<file path="src/rtl/cordic_pkg.sv">
// Shared constants, state encoding and angle-fold helper for the CORDIC vectoring post-processor.
package cordic_pkg;

  localparam int MAG_WIDTH = 16;
  localparam int ANG_WIDTH = 16;

  localparam logic [15:0]        K_INV_Q16  = 16'd39797;
  localparam logic signed [15:0] PI_Q13     = 16'sd25736;
  localparam int                 ATAN_SCALE = 16384;

  typedef enum logic [1:0] {
    IDLE,
    MUL,
    DONE
  } state_t;

  // Q2.14 -> Q3.13 by flooring shift, then undo the half-plane pre-rotation by adding or removing pi.
  function automatic logic signed [15:0] foldAngle(input logic signed [15:0] z, input logic flip);
    logic signed [15:0] a;
    a = z >>> 1;
    if (!flip)
      return a;
    else if (a <= 16'sd0)
      return a + PI_Q13;
    else
      return a - PI_Q13;
  endfunction

endpackage

</file>
<file path="src/rtl/cordic_vec_post_seq_mul.sv">
// 16-cycle shift-add unsigned multiplier: one multiplier bit per clock, LSB first.
module seq_mul_u16 (
  input  logic        clock,
  input  logic        reset_n,
  input  logic        i_start,
  input  logic [15:0] i_a,
  input  logic [15:0] i_b,
  output logic        o_busy,
  output logic        o_done,
  output logic [31:0] o_product
);

  logic [15:0] r_a;
  logic [15:0] r_b;
  logic [31:0] r_acc;
  logic [3:0]  r_cnt;
  logic        r_busy;
  logic [31:0] w_addend;

  assign w_addend = {16'b0, r_a} << r_cnt;

  always_ff @(posedge clock or negedge reset_n) begin
    if (!reset_n) begin
      r_a    <= '0;
      r_b    <= '0;
      r_acc  <= '0;
      r_cnt  <= '0;
      r_busy <= 1'b0;
    end else if (i_start) begin
      r_a    <= i_a;
      r_b    <= i_b;
      r_acc  <= '0;
      r_cnt  <= '0;
      r_busy <= 1'b1;
    end else if (r_busy) begin
      if (r_b[r_cnt])
        r_acc <= r_acc + w_addend;
      r_cnt <= r_cnt + 4'd1;
      if (r_cnt == 4'd15)
        r_busy <= 1'b0;
    end
  end

  // High during the cycle whose closing edge adds the final partial product.
  assign o_done    = r_busy && (r_cnt == 4'd15);
  assign o_busy    = r_busy;
  assign o_product = r_acc;

endmodule

</file>
<file path="src/rtl/cordic_vec_post.sv">
// CORDIC vectoring post-stage: removes the CORDIC gain from X and folds Z back into (-pi, pi].
module cordic_vec_post
  import cordic_pkg::*;
#(
  parameter int          MAG_W = 16,
  parameter int          ANG_W = 16,
  parameter logic [15:0] K_INV = K_INV_Q16
) (
  input  logic             clock,
  input  logic             reset_n,
  input  logic             in_valid,
  output logic             in_ready,
  input  logic [MAG_W-1:0] x_in,
  input  logic [ANG_W-1:0] z_in,
  input  logic             flip,
  output logic             out_valid,
  input  logic             out_ready,
  output logic [MAG_W-1:0] mag_out,
  output logic [ANG_W-1:0] angle_out
);

  state_t             r_state;
  state_t             w_nextState;
  logic signed [15:0] r_angle;
  logic               w_accept;
  logic               w_mulBusy;
  logic               w_mulDone;
  logic [31:0]        w_product;

  assign in_ready = (r_state == IDLE) || ((r_state == DONE) && out_ready);
  assign w_accept = in_valid && in_ready;

  seq_mul_u16 u_mul (
    .clock     (clock),
    .reset_n   (reset_n),
    .i_start   (w_accept),
    .i_a       (x_in),
    .i_b       (K_INV),
    .o_busy    (w_mulBusy),
    .o_done    (w_mulDone),
    .o_product (w_product)
  );

  always_ff @(posedge clock or negedge reset_n) begin
    if (!reset_n)
      r_state <= IDLE;
    else
      r_state <= w_nextState;
  end

  // A multiplier that stops without signalling done returns the FSM to IDLE instead of hanging in MUL.
  always_comb begin
    w_nextState = r_state;
    case (r_state)
      IDLE: if (w_accept) w_nextState = MUL;
      MUL: begin
        if (w_mulDone)
          w_nextState = DONE;
        else if (!w_mulBusy)
          w_nextState = IDLE;
      end
      DONE: if (out_ready) w_nextState = w_accept ? MUL : IDLE;
      default: w_nextState = IDLE;
    endcase
  end

  always_ff @(posedge clock or negedge reset_n) begin
    if (!reset_n)
      r_angle <= '0;
    else if (w_accept)
      r_angle <= foldAngle(z_in, flip);
  end

  assign out_valid = (r_state == DONE);
  // Half-up rounding of the Q16.16 product back to an integer magnitude; the sum cannot exceed 32 bits.
  assign mag_out   = MAG_W'((w_product + 32'd32768) >> 16);
  assign angle_out = ANG_W'(r_angle);

endmodule
</file>
<file path="config.mk">
export PLATFORM = sky130hd
export DESIGN_NAME = cordic_vec_post
export DESIGN_NICKNAME = d
export VERILOG_FILES = /design/src/rtl/cordic_pkg.sv /design/src/rtl/cordic_vec_post_seq_mul.sv /design/src/rtl/cordic_vec_post.sv
export SDC_FILE = /design/constraint.sdc
export NUM_CORES = 1
export LEC_CHECK = 0
export CAP_MARGIN = 20
export CORE_ASPECT_RATIO = 0.75
export CORE_MARGIN = 2
export CORE_UTILIZATION = 43
export DETAILED_ROUTE_END_ITERATION = 6
export PLACE_DENSITY_LB_ADDON = 0.25
export SETUP_SLACK_MARGIN = 0.2
export SLEW_MARGIN = 15
export SYNTH_ARGS = -nofsm -noshare
export SYNTH_HDL_FRONTEND = slang
export SYNTH_HIERARCHICAL = 1
export SYNTH_SLANG_ARGS = --single-unit
</file>
<file path="constraint.sdc">
create_clock -name clock -period 7.4 [get_ports clock]
set_input_delay 1.48 -clock clock [delete_from_list [all_inputs] [get_ports clock]]
set_output_delay 1.48 -clock clock [all_outputs]
set_load 0.02 [all_outputs]
</file>
==> results of run 1 <==
-- registers in the layout, indices dropped and copies added, names as in the netlist --
signal           flops
angle_out           16
r_state              2
u_mul/o_busy         1
u_mul/o_product     32
u_mul/r_a           16
u_mul/r_b           16
u_mul/r_cnt          4
-- layer usage --
| layer | GRT usage | up-vias | part of all wire |
|---|---|---|---|
| li1 | - | 3026 | - |
| met1 | 0.339 | 2837 | 0.55 |
| met2 | 0.291 | 168 | 0.40 |
| met3 | 0.0328 | 9 | 0.046 |
| met4 | 0.0365 | 0 | 0.0052 |
| met5 | 0 | - | 0 |
-- cells in the mapped netlist (all sizes together), types with 11 or more instances --
| library cell | instances | area (µm²) |
|---|---|---|
| nand2 | 90 | 345 |
| dfrtp | 87 | 2180 |
| a21oi | 79 | 395 |
| nor2 | 79 | 299 |
| o21ai | 51 | 259 |
| ha | 42 | 526 |
| mux2 | 37 | 417 |
| xnor2 | 28 | 245 |
| inv | 27 | 104 |
| buf | 24 | 123 |
| mux2i | 24 | 240 |
| nor3 | 22 | 110 |
| nand3 | 20 | 100 |
| clkbuf | 19 | 75.1 |
| xor2 | 18 | 158 |
| a21o | 13 | 98.9 |
| and3 | 13 | 81.3 |
| nor2b | 11 | 68.8 |
-- critical path, delay by kind of cell, from the launching register on --
| family | cells | cell delay, ns |
|---|---|---|
| adder cells (fa/ha/maj) | 1 | 0.39 |
| multiplexers | 1 | 0.35 |
| flip-flops | 1 | 0.96 |
| buffers and inverters | 1 | 0.41 |
| AO/OA/AOI/OAI | 8 | 1.90 |
| AND/OR/NAND/NOR | 3 | 0.42 |
-- final cells by class --
type	instances	area, µm²	share of cell area
Multi-Input combinational cell	669	4490	0.557
Sequential cell	87	2180	0.270
Timing Repair Buffer	73	718	0.0890
Tap cell	210	263	0.0326
Clock buffer	9	225	0.0279
Inverter	27	104	0.0129
Clock inverter	7	91.3	0.0113
-- worst min path at each step --
| stage | cells after the start | end | slack [ns] | from |
|---|---|---|---|---|
| final | 2 | angle_out[1] | 0.47 | angle_out[1] |
| after global routing | 2 | angle_out[0] | 0.51 | angle_out[0] |
| after CTS | 2 | angle_out[1] | 0.48 | angle_out[1] |
| after detailed placement | 2 | angle_out[1] | 0.46 | angle_out[1] |
| after global placement | 2 | angle_out[0] | 0.46 | angle_out[0] |
| after floorplan | 1 | r_state[1] | 0.44 | r_state[1] |
-- logic make-up after synthesis --
logic type / after synthesis / share of synthesized area
AOI/OAI and AO/OA: 215 / 0.195
xor gates and xnor gates: 46 / 0.0582
adders and majority gates: 44 / 0.0818
buffers and inverters: 70 / 0.0436
DFF: 87 / 0.315
muxes: 67 / 0.115
other: 2 / 0.00109
and+or+nand+nor: 281 / 0.191
-- where the power goes --
group          total, mW  internal (mW)  switching, mW
Sequential         0.930          0.709          0.221
Combinational       3.01           1.24           1.77
Clock              0.466          0.242          0.224
==> flow_metrics.tcl, run 1 <==
set metrics [dict create \
    n_fill_cell 1532 \
    drtPass1Iterations 5 \
    syn-cell-area_um2 6920 \
    die_area_um2 17100 \
    crit_required_ns 7.63 \
    min_period_over_period 0.616 \
    max-cap-violations 0 \
    totalWireLength_mm 17.2 \
    die_w_um 150 \
    r2r-end "u_mul/o_product[28]" \
    ant_nets 0 \
    placed_cells 1066 \
    wl_per_cell_um 15.9 \
    final_common_cell "nand2_1" \
    gp_congestion 0.912 \
    coreArea_um2 15900 \
    finalHoldWorstSlack_ns 0.474 \
    port-buffer-count 69 \
    synth.yosys.seq_area_share 0.315 \
    fmax_mhz 220 \
    powerDensity_nw_per_um2 546 \
    grt_pass1_vias 5477 \
    rows 40 \
    cts.htree.levels 3 \
    first_iter_violations 466 \
    cts_tree "built" \
    r2r_slack_ns 2.84 \
    slowest_stage "dfrtp_1" \
    worst_slack_ns 2.84 \
    hpwl_mm 12.7 \
    mostFrequentLayoutCells "nand2_1 (89), dfrtp_1 (87), a21oi_1 (79), nor2_1 (78), clkdlybuf4s50_1 (68)" \
    overflow 0 \
    yosysWarnings 6 \
    fin_area_um2 8070 \
    fin_util 0.509 \
    cts.sinks 87 \
    rsz0062_at_grt "no" \
    start_util 0.436 \
    worstSetupPathType "flop to flop" \
    path_clk_slew_ns 0.07 \
    grt_pass1_wl_mm 28.6 \
    setup_viol 0 \
    detail_route.vias_per_cell 5.58 \
    clock_latency_ns 0.35 \
    hold_path_class "flop to flop" \
    synth_cell_types 72 \
    power_mw 4.41 \
    drc_errors 0 \
    ys_ff_latch 87 \
    path_cells "inv_1, nor2_1, a21oi_1, mux2i_1, o32ai_1, ha_1, a21oi_1, o21ai_0, a21o_1, a221oi_1, o31ai_1, nand3_1, nor4_1, a211o_1" \
    grt_util_all_layers 0.209 \
    synth-edff-count 0 \
    ctsResizeCount 0 \
    worst_path_largest_cell_delay_ns 0.96 \
    dr_total_vias 6040 \
    worst_clock_skew_ns 0.00813 \
    cp-startpoint "u_mul/r_cnt[1]" \
    cp_max_fo 31 \
    crit_top_cell "a21oi_1" \
    async_reset_ff_frac 1.00 \
    layoutNonFillerInstCount 1082 \
    worstPathArrival_ns 4.79 \
    clockBufferDepth 2 \
    syn2layout_area_growth_pct 16.7 \
    ys.flop_type "dfrtp_1" \
    io_pins 71 \
    syn_inst 812 \
    power.leakage_nw 3.56 \
    dp_slack_ns 2.47 \
    antenna_found_initial 0 \
    ir_drop_v 0.000321 \
    cp-start-kind "flop" \
    diodes 0 \
    crit_path_end_kind "flop" \
    avgSynthCellArea_um2 8.52 \
    grt_max_degree 47 \
    slew-limit-headroom 0.371 \
    nets 948 \
    status "complete, no violations" \
    endpoint "u_mul/o_product[28]" \
    final_hold_viol_count 0 \
    reg2regPathDepth 14 \
    place_area_um2 7750 \
    cts-hold-fix-buffers 0 \
    slew_violations 0 \
    tightestPinTransition_ns 0.944 \
    fin_crit_ns 4.56 \
    cts_made_buffers 9 \
    worstReg2RegStart "u_mul/r_cnt[1]" \
    post_cts_buffers 0 \
    root_buffer "clkbuf_16" \
    drive_gt1_frac 0.0883 \
    die_height_um 114 \
    fin_setup_tns_ns 0 \
]
No activity file was read; power rests on OpenSTA's default activity.
==> inputs of run 2 (changes only) <==
- clock period: 7.4 -> 3.75 ns (I/O delays scaled with it)
==> run 2 against run 1 <==
Highest routed layer unchanged. Fmax grew 27%. First-iteration DRC count shrank 0.21%. Clock skew grew 0.0039 ns. Largest cell class unchanged. Design area grew 15%. Clock-buffer cell count is the same. Die area is the same. Critical path type unchanged.
==> flow_metrics.tcl, run 2 (synthesis results as in run 1) <==
set metrics [dict create \
    status "complete, no violations" \
    overflow 0 \
    cp-start-kind "flop" \
    largest_register_ffs 32 \
    min_period_over_period 0.959 \
    crit_path_end_kind "flop" \
    worstPathArrival_ns 3.84 \
    first_iter_violations 465 \
    r2r_slack_ns 0.15 \
    grt_max_degree 41 \
    diodes 0 \
    fin_setup_tns_ns 0 \
    cts.htree.levels 3 \
    die_area_um2 17100 \
    syn2layout_area_growth_pct 34.5 \
    cts_made_buffers 9 \
    worstReg2RegStart "u_mul/r_cnt[0]" \
    max-cap-violations 0 \
    drtPass1Iterations 5 \
    drive_gt1_frac 0.264 \
    ant_nets 0 \
    cts-hold-fix-buffers 0 \
    detail_route.vias_per_cell 5.56 \
    die_height_um 114 \
    io_pins 71 \
    reg2regPathDepth 15 \
    mostFrequentLayoutCells "buf_4 (101), nand2_1 (87), dfrtp_1 (86), nor2_1 (73), clkdlybuf4s50_1 (68)" \
    port-buffer-count 69 \
    slew_violations 0 \
    coreArea_um2 15900 \
    cts.sinks 87 \
    final_hold_viol_count 0 \
    cts_tree "built" \
    rsz0062_at_grt "yes" \
    nets 1052 \
    totalWireLength_mm 19.4 \
    setup_viol 0 \
    hold_path_class "input port to asynchronous set/reset pin" \
    final_common_cell "buf_4" \
    worst_clock_skew_ns 0.0120 \
    worstSetupPathType "flop to flop" \
    grt_util_all_layers 0.222 \
    grt_pass1_wl_mm 30.3 \
    fin_crit_ns 3.60 \
    fmax_mhz 278 \
    clockBufferDepth 2 \
    path_clk_slew_ns 0.08 \
    gp_congestion 0.890 \
    fin_util 0.586 \
    grt_pass1_vias 5915 \
    antenna_found_initial 0 \
    root_buffer "clkbuf_16" \
    drc_errors 0 \
    start_util 0.436 \
    crit_required_ns 3.99 \
    wl_per_cell_um 16.4 \
    dr_total_vias 6594 \
    cp_max_fo 4 \
    clock_latency_ns 0.36 \
    rows 40 \
    hpwl_mm 13.8 \
    die_w_um 150 \
    r2r-end "u_mul/o_product[29]" \
]
run 2: cell types whose count changed in the layout (fill, tap and decap cells not counted), moves of 6 or more:
cell	change
buf_4	+96
a21oi_1	-24
a21oi_2	+23
o21ai_0	-15
mux2i_1	-10
o21ai_1	+10
mux2i_2	+7
buf_6	+6
ha_1	-6
nor3_1	-6
run 2: critical path: stages (launching register included):
cell and delay, ns:
dfrtp_2 0.45, buf_12 0.14, buf_6 0.11, mux2i_2 0.27
a21oi_2 0.12, mux2i_2 0.19, o32ai_1 0.14, ha_1 0.36
buf_4 0.14, nand4_1 0.12, buf_4 0.18, o311ai_4 0.28
a41oi_2 0.20, or4_4 0.55, mux2i_1 0.17, nand2_1 0.07
run 2: worst max path at each step:
stage | slack (ns) | endpoint | from
after CTS | 0.19 | u_mul/o_product[30] | u_mul/r_cnt[0]
final | 0.15 | u_mul/o_product[29] | u_mul/r_cnt[0]
after global placement | 0.004 | u_mul/o_product[24] | u_mul/r_cnt[0]
after global routing | 0.05 | u_mul/o_product[31] | u_mul/r_cnt[0]
after detailed placement | 0.01 | u_mul/o_product[30] | u_mul/r_cnt[0]
after floorplan | 0.21 | u_mul/o_product[31] | u_mul/r_cnt[1]
run 2: area by class of cell:
cell class / count / area, µm²
clock inverters: 7 / 91.3
inverters: 27 / 108
fillers: 1384 / 6560
repair buffers: 177 / 1550
multi-input cells: 669 / 4890
flip-flops and latches: 87 / 2180
well taps: 210 / 263
clock buffers: 9 / 225
run 2: metrics by stage:
| stage | cells | area [µm²] | setup WS (ns) | hold WS (ns) |
|---|---|---|---|---|
| after CTS | 1170 | 8850 | 0.186 | 0.357 |
| final | 1186 | 9300 | 0.155 | 0.344 |
| after global routing | 1186 | 9300 | 0.0536 | 0.376 |
| after floorplan | 826 | 7000 | 0.209 | 0.444 |
| after global placement | 1140 | 8340 | 0.00353 | 0.462 |
| after detailed placement | 1140 | 8340 | 0.0124 | 0.473 |
run 2: what timing repair did:
| item | 4_1_cts | 5_1_grt |
|---|---|---|
| pin swaps | 10 | 39 |
| resized for setup | 27 | 81 |
| buffers inserted | 14 | 16 |
| endpoints found under the setup margin | 12 | 22 |
run 2: per-layer routing:
metal | part of all wire | routed length [µm] | global-route usage
met5 | 0 | 0 | 0
met4 | 0.012 | 226 | 0.0421
met3 | 0.050 | 970 | 0.0348
met2 | 0.43 | 8380 | 0.319
met1 | 0.51 | 9830 | 0.350
Power of run 2 is left out: the tool's default activity adds up to more than one toggle a clock period on the data nets, which glitch-free logic cannot reach.
